<file path="config.mk">
export PLATFORM = sky130hd
export DESIGN_NAME = fns_enc_12_flat
export DESIGN_NICKNAME = d
export VERILOG_FILES = /design/src/rtl/fns_enc_12_pkg.sv /design/src/rtl/fns_enc_12_if.sv /design/src/rtl/fns_enc_step.sv /design/src/rtl/fns_enc_12.sv /design/src/flat_wrapper.sv
export SDC_FILE = /design/constraint.sdc
export NUM_CORES = 1
export LEC_CHECK = 0
export ABC_AREA = 0
export CAP_MARGIN = 20
export CORE_ASPECT_RATIO = 1.1
export CORE_MARGIN = 4
export CORE_UTILIZATION = 30
export CTS_BUF_LIST = sky130_fd_sc_hd__clkbuf_4
export DETAILED_ROUTE_END_ITERATION = 16
export DONT_BUFFER_PORTS = 1
export SYNTH_ARGS = -nofsm -noshare
export SYNTH_HDL_FRONTEND = slang
export SYNTH_SLANG_ARGS = --single-unit
</file>
<file path="constraint.sdc">
create_clock -name clk -period 4 [get_ports clk]
set_input_delay 0.8 -clock clk [delete_from_list [all_inputs] [get_ports clk]]
set_output_delay 0.8 -clock clk [all_outputs]
set_load 0.05 [all_outputs]
</file>
<file path="src/rtl/fns_enc_12_pkg.sv">
// fns_enc_12_pkg: Fibonacci weights, limits and FSM encoding shared by the FNS encoder.
package fns_enc_12_pkg;
   localparam int FNSLEN = 12;
   localparam int FNSMAX = 376;
   localparam int FBLEN12 = 9;
   typedef enum logic [1:0] {
      FNS_ENC_IDLE = 2'd0,
      FNS_ENC_CONV = 2'd1,
      FNS_ENC_DONE = 2'd2
   } fns_enc_state_e;
   function automatic logic [8:0] fns_w(input logic [3:0] k);
      case (k)
         4'd0:    fns_w = 9'd1;
         4'd1:    fns_w = 9'd2;
         4'd2:    fns_w = 9'd3;
         4'd3:    fns_w = 9'd5;
         4'd4:    fns_w = 9'd8;
         4'd5:    fns_w = 9'd13;
         4'd6:    fns_w = 9'd21;
         4'd7:    fns_w = 9'd34;
         4'd8:    fns_w = 9'd55;
         4'd9:    fns_w = 9'd89;
         4'd10:   fns_w = 9'd144;
         4'd11:   fns_w = 9'd233;
         default: fns_w = 9'd0;
      endcase
   endfunction
   function automatic logic no_adj(input logic [FNSLEN-1:0] c);
      return ~|(c & (c >> 1));
   endfunction
endpackage

</file>
<file path="src/rtl/fns_enc_12_if.sv">
// fns_enc_12_if: valid/ready input and output channels of the FNS encoder.
interface fns_enc_12_if #(parameter int FBLEN = 9);
   import fns_enc_12_pkg::*;
   logic in_valid, in_ready, out_valid, out_ready, err;
   logic [FBLEN-1:0] datain;
   logic [FNSLEN-1:0] codeout;
   modport master (output in_valid, datain, out_ready, input in_ready, out_valid, codeout, err);
   modport slave (input in_valid, datain, out_ready, output in_ready, out_valid, codeout, err);
endinterface

</file>
<file path="src/rtl/fns_enc_step.sv">
// fns_enc_step: one greedy Zeckendorf digit; take the weight whenever the remainder covers it.
module fns_enc_step #(parameter int W = 9) (
   input  logic [W-1:0] rem,
   input  logic [W-1:0] weight,
   output logic         dbit,
   output logic [W-1:0] rem_nxt
);
   assign dbit = rem >= weight;
   assign rem_nxt = dbit ? rem - weight : rem;
endmodule

</file>
<file path="src/rtl/fns_enc_12.sv">
// fns_enc_12: iterative binary to 12-bit Zeckendorf encoder, STEPS digits resolved per clock MSB-first.
module fns_enc_12 import fns_enc_12_pkg::*; #(
   parameter int STEPS = 1,
   parameter int FBLEN = FBLEN12
) (
   input logic clk,
   input logic rst,
   fns_enc_12_if.slave bus
);
   fns_enc_state_e state_q, state_d;
   logic [3:0] idx_q, idx_d;
   logic [FBLEN-1:0] rem_q, rem_d;
   logic [FNSLEN-1:0] code_q, code_d;
   logic err_q, err_d;
   logic [STEPS:0][FBLEN-1:0] r;
   logic [STEPS-1:0] b;
   logic [STEPS-1:0][3:0] k;
   assign r[0] = rem_q;
   // Chain of greedy stages; stage g resolves digit idx-g.
   for (genvar g = 0; g < STEPS; g++) begin : g_step
      assign k[g] = idx_q - 4'(g);
      fns_enc_step #(.W(FBLEN)) u_step (
         .rem(r[g]),
         .weight(FBLEN'(fns_w(k[g]))),
         .dbit(b[g]),
         .rem_nxt(r[g+1])
      );
   end
   always_comb begin
      state_d = state_q;
      idx_d = idx_q;
      rem_d = rem_q;
      code_d = code_q;
      err_d = err_q;
      case (state_q)
         FNS_ENC_IDLE: if (bus.in_valid) begin
            rem_d = bus.datain;
            code_d = '0;
            err_d = bus.datain > FBLEN'(FNSMAX);
            idx_d = 4'(FNSLEN-1);
            state_d = err_d ? FNS_ENC_DONE : FNS_ENC_CONV;
         end
         FNS_ENC_CONV: begin
            rem_d = r[STEPS];
            for (int s = 0; s < STEPS; s++) code_d[k[s]] = b[s];
            idx_d = idx_q == 4'(STEPS-1) ? 4'(FNSLEN-1) : idx_q - 4'(STEPS);
            state_d = idx_q == 4'(STEPS-1) ? FNS_ENC_DONE : FNS_ENC_CONV;
         end
         FNS_ENC_DONE: if (bus.out_ready) state_d = FNS_ENC_IDLE;
         default: state_d = FNS_ENC_IDLE;
      endcase
   end
   always_ff @(posedge clk or posedge rst) begin
      if (rst) begin
         state_q <= FNS_ENC_IDLE;
         idx_q <= 4'(FNSLEN-1);
         rem_q <= '0;
         code_q <= '0;
         err_q <= 1'b0;
      end else begin
         state_q <= state_d;
         idx_q <= idx_d;
         rem_q <= rem_d;
         code_q <= code_d;
         err_q <= err_d;
      end
   end
   assign bus.in_ready = state_q == FNS_ENC_IDLE;
   assign bus.out_valid = state_q == FNS_ENC_DONE;
   assign bus.codeout = code_q;
   assign bus.err = err_q;
   a_no_adj: assert property (@(posedge clk) disable iff (rst) state_q == FNS_ENC_DONE |-> no_adj(code_q));
   a_rem_zero: assert property (@(posedge clk) disable iff (rst) state_q == FNS_ENC_DONE && !err_q |-> rem_q == '0);
   a_hold: assert property (@(posedge clk) disable iff (rst)
      state_q == FNS_ENC_DONE && !bus.out_ready |=> $stable(code_q) && $stable(err_q));
endmodule

</file>
<file path="src/flat_wrapper.sv">
// flat-port wrapper written by rule: the top's interface ports become plain ports
module fns_enc_12_flat import fns_enc_12_pkg::*;
#(
   parameter int STEPS = 1,
   parameter int FBLEN = FBLEN12
)
  (clk, rst, bus_in_valid, bus_datain, bus_out_ready, bus_in_ready, bus_out_valid, bus_codeout, bus_err);
  fns_enc_12_if #(.FBLEN(FBLEN)) bus_i ();
  input logic clk;
  input logic rst;
  input wire logic [$bits(bus_i.in_valid)-1:0] bus_in_valid;
  input wire logic [$bits(bus_i.datain)-1:0] bus_datain;
  input wire logic [$bits(bus_i.out_ready)-1:0] bus_out_ready;
  output wire logic [$bits(bus_i.in_ready)-1:0] bus_in_ready;
  output wire logic [$bits(bus_i.out_valid)-1:0] bus_out_valid;
  output wire logic [$bits(bus_i.codeout)-1:0] bus_codeout;
  output wire logic [$bits(bus_i.err)-1:0] bus_err;
  assign bus_i.in_valid = bus_in_valid;
  assign bus_i.datain = bus_datain;
  assign bus_i.out_ready = bus_out_ready;
  assign bus_in_ready = bus_i.in_ready;
  assign bus_out_valid = bus_i.out_valid;
  assign bus_codeout = bus_i.codeout;
  assign bus_err = bus_i.err;
  fns_enc_12 #(.STEPS(STEPS), .FBLEN(FBLEN)) u_core (.clk(clk), .rst(rst), .bus(bus_i));
endmodule
</file>
# Word level (Yosys, flattened, before mapping)
# Memories as Yosys holds them, arrays and structs flattened.
# Cells that the tools add are included.
[totals]
regBits = 28
mem_bits_ro = 128
output_inout_bits = 15
wordCells = 41
memories = 1
[classes]
add_sub_neg = 2
magnitude_cmp = 4
eq_ne = 5
muxes = 16
reduce_logical = 8
[mem_list]
columns = ["name", "depth", "width", "read_ports", "rd_clocked_by_memory_dff", "wr", "line_no", "text"]
rows = [
  ["(no name shown)", 16, 8, 1, 0, 0, "fns_enc_12_pkg.sv:12", "case (k)"],
]
[ops]
columns = ["operator", "count"]
rows = [
  ["case mux 12 bit (2 select lines)", 1],
  ["two-way mux 9 bit", 2],
  ["case mux 9 bit (2 select lines)", 1],
  ["bitwise mux 12 bit", 1],
  ["two-way mux 12 bit", 1],
  [">= comparator 9 bit", 1],
  ["greater-than comparator 9 bit, second input constant", 1],
  ["subtractor 9 bit", 1],
  ["two-way mux 2 bit", 4],
  ["two-way mux 4 bit", 2],
  ["case mux 4 bit (2 select lines)", 1],
  ["case mux 2 bit (3 select lines)", 1],
  ["AND reduction 2 bit", 3],
  ["< comparator 4 x 5 -> 1 bit, second input constant", 1],
  ["demux 1 bit (select 4 bit)", 1],
  [">= comparator 4 x 1 -> 1 bit, second input constant", 1],
  ["zero test 4 bit", 1],
  ["!= test 2 bit, second input constant", 2],
  ["subtractor 4 x 1 -> 4 bit, second input constant", 1],
  ["AND reduction 3 bit", 1],
  ["== test 2 x 1 -> 1 bit, second input constant", 1],
  ["== test 2 bit, second input constant", 1],
  ["zero test 2 bit", 1],
  ["!= test 2 x 1 -> 1 bit, second input constant", 1],
  ["3 further kinds", 3],
]

# Depth between registers and ports, before layout
# Gate-level depths: netlist of the first run.
[depth]
ltp_word = 6
ltp_mapped = 12
depth_no_buf = 12

# Cells and area by module
# From an unflattened synthesis of the first run, not the netlist that was laid out.
[unflattened]
cells_unflattened = 229
hier_area_um2 = 2212.1
[by_module_without_submodules]
columns = ["module", "n_inst", "cells_per_inst", "area_each_um2", "seq_area_each_um2"]
rows = [
  ["fns_enc_12", 1, 158, 1656.6, 704.4],
  ["fns_enc_step", 1, 71, 555.5, 0.0],
]

# Worst setup path after synthesis of the first run
# No wires, ideal clock.
[synth_path]
path_kind = "reg2reg"
from = "register u_core.idx_q[0]"
to = "register u_core.code_q[10], in the netlist u_core.bus.codeout[10]"
setup_ps = 128
arrival_time_ps = 2844
required_ps = 3872
slack_ps = 1029
path_stages_with_launch = 13
period_less_slack_ps = 2971
path_cell_list = "dfstp_2 inv_1 ha_1 nand2b_1 a21oi_1 a21oi_1 ha_1 nor2b_1 o31ai_1 a221o_1 and2b_1 clkbuf_2 o21ai_0"
[synth_between]
elab_chain_len = 6
[synth_lines]
columns = ["item", "line_no", "text"]
rows = [
  ["from (decl)", "fns_enc_12.sv:11", "logic [3:0] idx_q, idx_d;"],
  ["from (signal assigned)", "fns_enc_12.sv:56", "idx_q <= 4'(FNSLEN-1);"],
  ["from (signal assigned)", "fns_enc_12.sv:62", "idx_q <= idx_d;"],
  ["branches (longest 4 deep; another with >= comparator 9 bit)", "--", ""],
  ["bitwise mux 12 bit (*)", "fns_enc_12.sv:45", "for (int s = 0; s < STEPS; s++) code_d[k[s]] = b[s];"],
  ["case mux 12 bit (2 select lines) (*)", "fns_enc_12.sv:35", "case (state_q)"],
  ["to (signal assigned)", "fns_enc_12.sv:64", "code_q <= code_d;"],
  ["to (decl)", "fns_enc_12.sv:13", "logic [FNSLEN-1:0] code_q, code_d;"],
]
# Mark *: on every way between the ends.
# A chain may end at the register's enable or synchronous reset.

# Worst setup path after layout of the first run
[layout_path]
from = "register u_core.idx_q[0]"
to = "register u_core.code_q[6], in the netlist u_core.bus.codeout[6]"
# The elaborated chain is that of the path after synthesis.

==> results of run 1 <==
## worst paths after layout
check	from	endpoint	slack, ns	depth (start not counted)
max	u_core.idx_q[0]	u_core.bus.codeout[6]	0.49	11
min	rst	u_core.bus.codeout[1]	0.38	2
max reg2reg	u_core.idx_q[0]	u_core.bus.codeout[6]	0.49	11
min reg2reg	u_core.rem_q[4]	u_core.rem_q[4]	0.54	1
max in group asynchronous	rst	u_core.idx_q[0]	3.31	2
min in group clk	u_core.rem_q[4]	u_core.rem_q[4]	0.54	1
## cell usage in the layout (no fill, tap or decap), types with 2 or more instances in the layout
| cell | Yosys | layout |
|---|---|---|
| sky130_fd_sc_hd__o21ai_0 | 23 | 23 |
| sky130_fd_sc_hd__dfrtp_1 | 25 | 25 |
| sky130_fd_sc_hd__dfstp_2 | 3 | 3 |
| sky130_fd_sc_hd__nand2b_1 | 4 | 4 |
| sky130_fd_sc_hd__a21oi_1 | 14 | 14 |
| sky130_fd_sc_hd__inv_1 | 7 | 7 |
| sky130_fd_sc_hd__o21bai_1 | 2 | 2 |
| sky130_fd_sc_hd__ha_1 | 15 | 15 |
| sky130_fd_sc_hd__mux2i_1 | 3 | 3 |
| sky130_fd_sc_hd__a22oi_1 | 2 | 2 |
| sky130_fd_sc_hd__nor3b_1 | 3 | 3 |
| sky130_fd_sc_hd__nand3_1 | 15 | 15 |
| sky130_fd_sc_hd__mux2_2 | 8 | 8 |
| sky130_fd_sc_hd__nor2_1 | 13 | 13 |
| sky130_fd_sc_hd__nor3_1 | 7 | 7 |
| sky130_fd_sc_hd__o211ai_1 | 2 | 2 |
| sky130_fd_sc_hd__nor2b_1 | 7 | 7 |
| sky130_fd_sc_hd__nand4_1 | 5 | 5 |
| sky130_fd_sc_hd__nand2_1 | 31 | 31 |
| sky130_fd_sc_hd__and2_1 | 2 | 2 |
| sky130_fd_sc_hd__o31ai_1 | 2 | 2 |
| sky130_fd_sc_hd__o21a_1 | 2 | 2 |
| sky130_fd_sc_hd__clkbuf_4 | 0 | 3 |
## layout make-up
cell class / instances / area [µm²]
Tap cell: 80 / 100
Clock buffer: 3 / 22.5
Sequential cell: 28 / 704
Multi-Input combinational cell: 179 / 1160
Timing Repair Buffer: 1 / 7.51
Inverter: 7 / 26.3
Fill cell: 658 / 4140
Clock inverter: 1 / 30.0
## logic make-up after synthesis
group | synth area share [%]
multiplexers | 6.23
adder cells (fa/ha/maj) | 10.8
buffers and inverters | 3.31
flip-flops | 36.6
AND/OR/NAND/NOR | 22.3
AO/OA/AOI/OAI | 19.9
XOR/XNOR | 0.909
## registers in the layout, summed over array words and instances (netlist names)
register and count:
u_core.bus.codeout 12, u_core.rem_q 9, u_core.idx_q 4, u_core.state_q 2
u_core.bus.err 1
## layer usage
layer | routed length, µm | global-route usage, % | vias up
li1 | - | - | 790
met1 | 2070 | 15.1 | 735
met2 | 2070 | 19.9 | 28
met3 | 216 | 2.96 | 4
met4 | 37 | 2.77 | 0
met5 | 0 | 0 | -
## stage by stage
stage | util [%] | std cells | hold slack, ns | area, µm²
4_1_cts | 33.1 | 299 | 0.390 | 2050
5_1_grt | 33.1 | 299 | 0.414 | 2050
6_report | 33.1 | 299 | 0.379 | 2050
2_1_floorplan | - | 223 | 0.487 | 1930
3_3_place_gp | 32.2 | 295 | 0.500 | 2000
3_5_place_dp | 32.2 | 295 | 0.509 | 2000
==> impl_metrics.json, run 1 <==
{
  "post-cts-setup-buffers": 0,
  "crit_arrival_ns": 3.73,
  "die_h_um": 92.1,
  "clk_root_buffer_cell": "sky130_fd_sc_hd__clkbuf_4",
  "layout-drive-gt1-share_pct": 8.22,
  "setup-violations-final": 0,
  "wl_per_cell_um": 14.7,
  "core_footprint_mm2": 0.00619,
  "synth_top_area_share_pct": 32.5,
  "critPathMaxStageDelay_ns": 0.66,
  "dpl.hpwl_um": 3370,
  "antenna_found_initial": 0,
  "setup.worst_path.class": "flip-flop to flip-flop",
  "cell_by_cell_trace_of_the_critical_path": "inv_1 > ha_1 > nand2b_1 > a21oi_1 > a21oi_1 > ha_1 > nor2b_1 > o31ai_1 > a221o_1 > and2b_1 > o21ai_0",
  "synth_enable_flop_cells": 0,
  "critPathRequiredTime_ns": 4.22,
  "dp_slack_ns": 0.514,
  "synth_top_cells_by_count": "sky130_fd_sc_hd__nand2_1, sky130_fd_sc_hd__dfrtp_1, sky130_fd_sc_hd__o21ai_0",
  "via_density": 5.21,
  "finalWorstSetupSlack_ns": 0.489,
  "synth.yosys.seq_area_share_pct": 36.6,
  "critical_path.slowest_cell": "sky130_fd_sc_hd__dfstp_2",
  "detailedRoute.firstPassIterationCount": 4,
  "layout_worst_path_cycle_share_pct": 87.8,
  "cts-buffers-inserted": 3,
  "area_growth_syn_to_layout_pct": 6.36,
  "synth.lib_cells_used.distinct": 44,
  "drc": 0,
  "worst-path-buf-inv": 1,
  "die-area_mm2": 0.00777,
  "ctsHoldBuffers": 0,
  "synth.most_common_cell": "sky130_fd_sc_hd__nand2_1",
  "synthesis.area_mm2": 0.00193,
  "gp_congestion": 0.768,
  "number_of_flip_flops_and_latches_in_the_synthesized_netlist": 28,
  "first_global_vias": 1531,
  "synth_nets": 252,
  "rsz_0062_raised_after_global_routing": "no",
  "end_kind": "flip-flop",
  "yosys_most_used_dff": "sky130_fd_sc_hd__dfrtp_1",
  "start_util_pct": 31.1,
  "max_slew_margin_pct": 33.9,
  "drt_iter0_drc": 74,
  "finalHoldViolCount": 0,
  "timing.clock.skew_ns": 0.0140,
  "groute.usage.overall_pct": 11.8,
  "cap_viol_max_count": 0,
  "synth_top_cells_by_area": "sky130_fd_sc_hd__dfrtp_1, sky130_fd_sc_hd__ha_1, sky130_fd_sc_hd__nand2_1, sky130_fd_sc_hd__o21ai_0, sky130_fd_sc_hd__mux2_2",
  "post_synth.cell_area_avg_um2": 8.64,
  "pin_count": 28,
  "finish.net_count": 249,
  "clkLatencyLatePin_ns": 0.35,
  "wl_um": 4390,
  "grt_overflow": 0,
  "antenna_violation_net_count_after_detailed_routing": 0,
  "critical_path_peak_fanout": 12,
  "timing_worst_slew_pin_value_ns": 0.988,
  "core.rowCount": 30,
  "cts_tree": "done",
  "place.port_buffers": 0,
  "synth_area_leader_cell": "sky130_fd_sc_hd__dfrtp_1",
  "run_status": "finished clean",
  "postSynthCellCount": 223,
  "grt_max_degree": 29,
  "grt_first_pass_wirelength_um": 7470,
  "crit_family": "compound AO/OA/AOI/OAI gates",
  "clk_pin_slew_worst_paths_ns": 0.17,
  "synth_warnings": 0,
  "async_reset_ff_share_pct": 100,
  "clock_sink_count": 28,
  "detailroute.via_count": 1557,
  "htree_num_levels": 1,
  "final_max_slew_viol_count": 0,
  "final_layout_setup_total_negative_slack_ns": 0,
  "timing.hold.worst.class": "input pin to asynchronous set/reset pin",
  "fin_crit_ns": 3.51,
  "dieWidth_um": 84.4,
  "diode_count": 0,
  "clockBufferDepth": 2,
  "cts_repair_resize_count": 0,
  "fmax_mhz": 285,
  "worst_setup_path_start_kind": "flip-flop"
}
Power of run 1 is left out: the tool's default activity adds up to more than one toggle a clock period on the data nets, which glitch-free logic cannot reach.
==> run 2, diff against run 1 <==
--- a/config.mk
+++ b/config.mk
@@ -7,8 +7,7 @@
 export LEC_CHECK = 0
 export ABC_AREA = 0
 export CAP_MARGIN = 20
-export CORE_ASPECT_RATIO = 1.1
-export CORE_MARGIN = 4
+export CORE_ASPECT_RATIO = 1.4
 export CORE_UTILIZATION = 30
 export CTS_BUF_LIST = sky130_fd_sc_hd__clkbuf_4
 export DETAILED_ROUTE_END_ITERATION = 16
==> constraint.sdc (replaced) <==
create_clock -name clk -period 3.8 [get_ports clk]
set_input_delay 0.76 -clock clk [delete_from_list [all_inputs] [get_ports clk]]
set_output_delay 0.76 -clock clk [all_outputs]
set_load 0.05 [all_outputs]
==> run 2 against run 1 <==
  * Clock-buffer cell count is the same
  * Critical endpoint is now u_core.bus.codeout[8]
  * Global-route usage up 2.4 points
  * Register-to-register slack worse by 0.04 ns
  * Non-clock buffer count unchanged
  * Utilization is 0.068 points higher
  * Sequential share of layout area down 0.17 points
  * Highest routed layer unchanged
  * Flip-flop and latch count unchanged
==> impl_metrics.json, run 2 (synthesis gave the netlist of run 1 again) <==
{
  "setup-violations-final": 0,
  "critical_path_peak_fanout": 12,
  "drc": 0,
  "multiInputGateArea_mm2": 0.00116,
  "clockBufferDepth": 2,
  "cell_by_cell_trace_of_the_critical_path": "inv_1 > ha_1 > nand2b_1 > a21oi_1 > a21oi_1 > ha_1 > nor2b_1 > o31ai_1 > a221o_1 > and2b_1 > o21ai_0",
  "critPathMaxStageDelay_ns": 0.65,
  "wl_per_cell_um": 15.3,
  "pin_count": 28,
  "max_slew_margin_pct": 33.1,
  "cts_tree": "done",
  "timing.hold.worst.class": "input pin to asynchronous set/reset pin",
  "cts-buffers-inserted": 3,
  "place.port_buffers": 0,
  "critical_path.slowest_cell": "sky130_fd_sc_hd__dfstp_2",
  "diode_count": 0,
  "gp_congestion": 0.820,
  "run_status": "finished clean",
  "antenna_found_initial": 0,
  "antenna_violation_net_count_after_detailed_routing": 0,
  "die_h_um": 96.8,
  "detailedRoute.firstPassIterationCount": 4,
  "timing.rr.start": "u_core.idx_q[0]",
  "timing.clock.skew_ns": 0.0122,
  "crit_family": "compound AO/OA/AOI/OAI gates",
  "clock_sink_count": 28,
  "drt_iter0_drc": 127,
  "first_global_vias": 1574,
  "start_util_pct": 31.0,
  "postPlaceCellArea_mm2": 0.00201,
  "cap_viol_max_count": 0,
  "finish.net_count": 249,
  "detailroute.via_count": 1576,
  "dieWidth_um": 69.7,
  "worst-path-buf-inv": 1,
  "wl_um": 4460,
  "max_reg_flops": 12,
  "htree_num_levels": 1,
  "cts_repair_resize_count": 0,
  "area_growth_syn_to_layout_pct": 6.88,
  "final_layout_setup_total_negative_slack_ns": 0,
  "via_density": 5.42,
  "clk_root_buffer_cell": "sky130_fd_sc_hd__clkbuf_4",
  "worst_setup_path_start_kind": "flip-flop",
  "fillerInstances": 648,
  "critical_path.startpoint": "u_core.idx_q[0]",
  "grt_max_degree": 25,
  "finalHoldViolCount": 0,
  "core.rowCount": 34,
  "mostFrequentLayoutCell": "sky130_fd_sc_hd__nand2_1",
  "dp_slack_ns": 0.472,
  "final-seq-area_um2": 704,
  "post-cts-setup-buffers": 0,
  "grt_overflow": 0,
  "clk_pin_slew_worst_paths_ns": 0.17,
  "fmax_mhz": 298,
  "finalWorstSetupSlack_ns": 0.449,
  "layout-drive-gt1-share_pct": 8.22,
  "commonest_cells_after_routing_fill_and_taps_aside": "sky130_fd_sc_hd__nand2_1, sky130_fd_sc_hd__dfrtp_1, sky130_fd_sc_hd__o21ai_0",
  "fin_crit_ns": 3.35,
  "critPathRequiredTime_ns": 4.03,
  "worst_hold_margin_ns": 0.270,
  "core_footprint_mm2": 0.00621,
  "crit_arrival_ns": 3.58,
  "end_kind": "flip-flop",
  "setup.worst_path.class": "flip-flop to flip-flop",
  "layout_worst_path_cycle_share_pct": 88.2,
  "grt_first_pass_wirelength_um": 7780,
  "rsz_0062_raised_after_global_routing": "no",
  "final_max_slew_viol_count": 0,
  "dpl.hpwl_um": 3470,
  "groute.usage.overall_pct": 14.2,
  "clkLatencyLatePin_ns": 0.34,
  "die-area_mm2": 0.00675,
  "ctsHoldBuffers": 0,
  "fin_area_mm2": 0.00206,
  "timing_worst_slew_pin_value_ns": 1.00
}
run 2: cell count changes in the layout (fill, tap and decap cells not counted):
cell | previous run | this run
sky130_fd_sc_hd__buf_16 | 0 | 1
sky130_fd_sc_hd__buf_4 | 1 | 0
run 2: through the flow:
step	cells	util [%]
6_report	291	33.2
5_1_grt	291	33.2
4_1_cts	291	33.2
3_5_place_dp	287	32.3
3_3_place_gp	286	31.9
2_1_floorplan	223	-
run 2: cell type report:
| type | count | share of cell area, % |
|---|---|---|
| clock buffers | 3 | 1.09 |
| inverters | 7 | 1.28 |
| well taps | 72 | 4.37 |
| clock inverters | 1 | 1.46 |
| repair buffers | 1 | 1.34 |
| flip-flops and latches | 28 | 34.2 |
| multi-input cells | 179 | 56.3 |
run 2: metal layers:
layer	global-route usage, %	up-vias	part of all wire, %
li1	-	793	-
met1	17.7	747	44
met2	24.5	30	51
met3	2.50	6	3.3
met4	4.77	0	1.7
met5	0	-	0
run 2: worst reg2reg max path, stage by stage, from the launching register on:
cell,delay (ns)
sky130_fd_sc_hd__dfstp_2,0.65
sky130_fd_sc_hd__inv_1,0.12
sky130_fd_sc_hd__ha_1,0.37
sky130_fd_sc_hd__nand2b_1,0.09
sky130_fd_sc_hd__a21oi_1,0.06
sky130_fd_sc_hd__a21oi_1,0.23
sky130_fd_sc_hd__ha_1,0.29
sky130_fd_sc_hd__nor2b_1,0.15
sky130_fd_sc_hd__o31ai_1,0.48
sky130_fd_sc_hd__a221o_1,0.30
sky130_fd_sc_hd__and2b_1,0.34
sky130_fd_sc_hd__o21ai_0,0.16
run 2: final timing paths:
kind,to,slack [ns],depth (start not counted)
setup reg to reg,u_core.bus.codeout[8],0.45,11
min in group clk,u_core.rem_q[3],0.54,1
setup / recovery,u_core.bus.codeout[8],0.45,11
max in group asynchronous,u_core.idx_q[3],3.01,2
hold reg to reg,u_core.rem_q[3],0.54,1
hold / removal,u_core.rem_q[4],0.27,1
Power of run 2 is left out for the same reason.
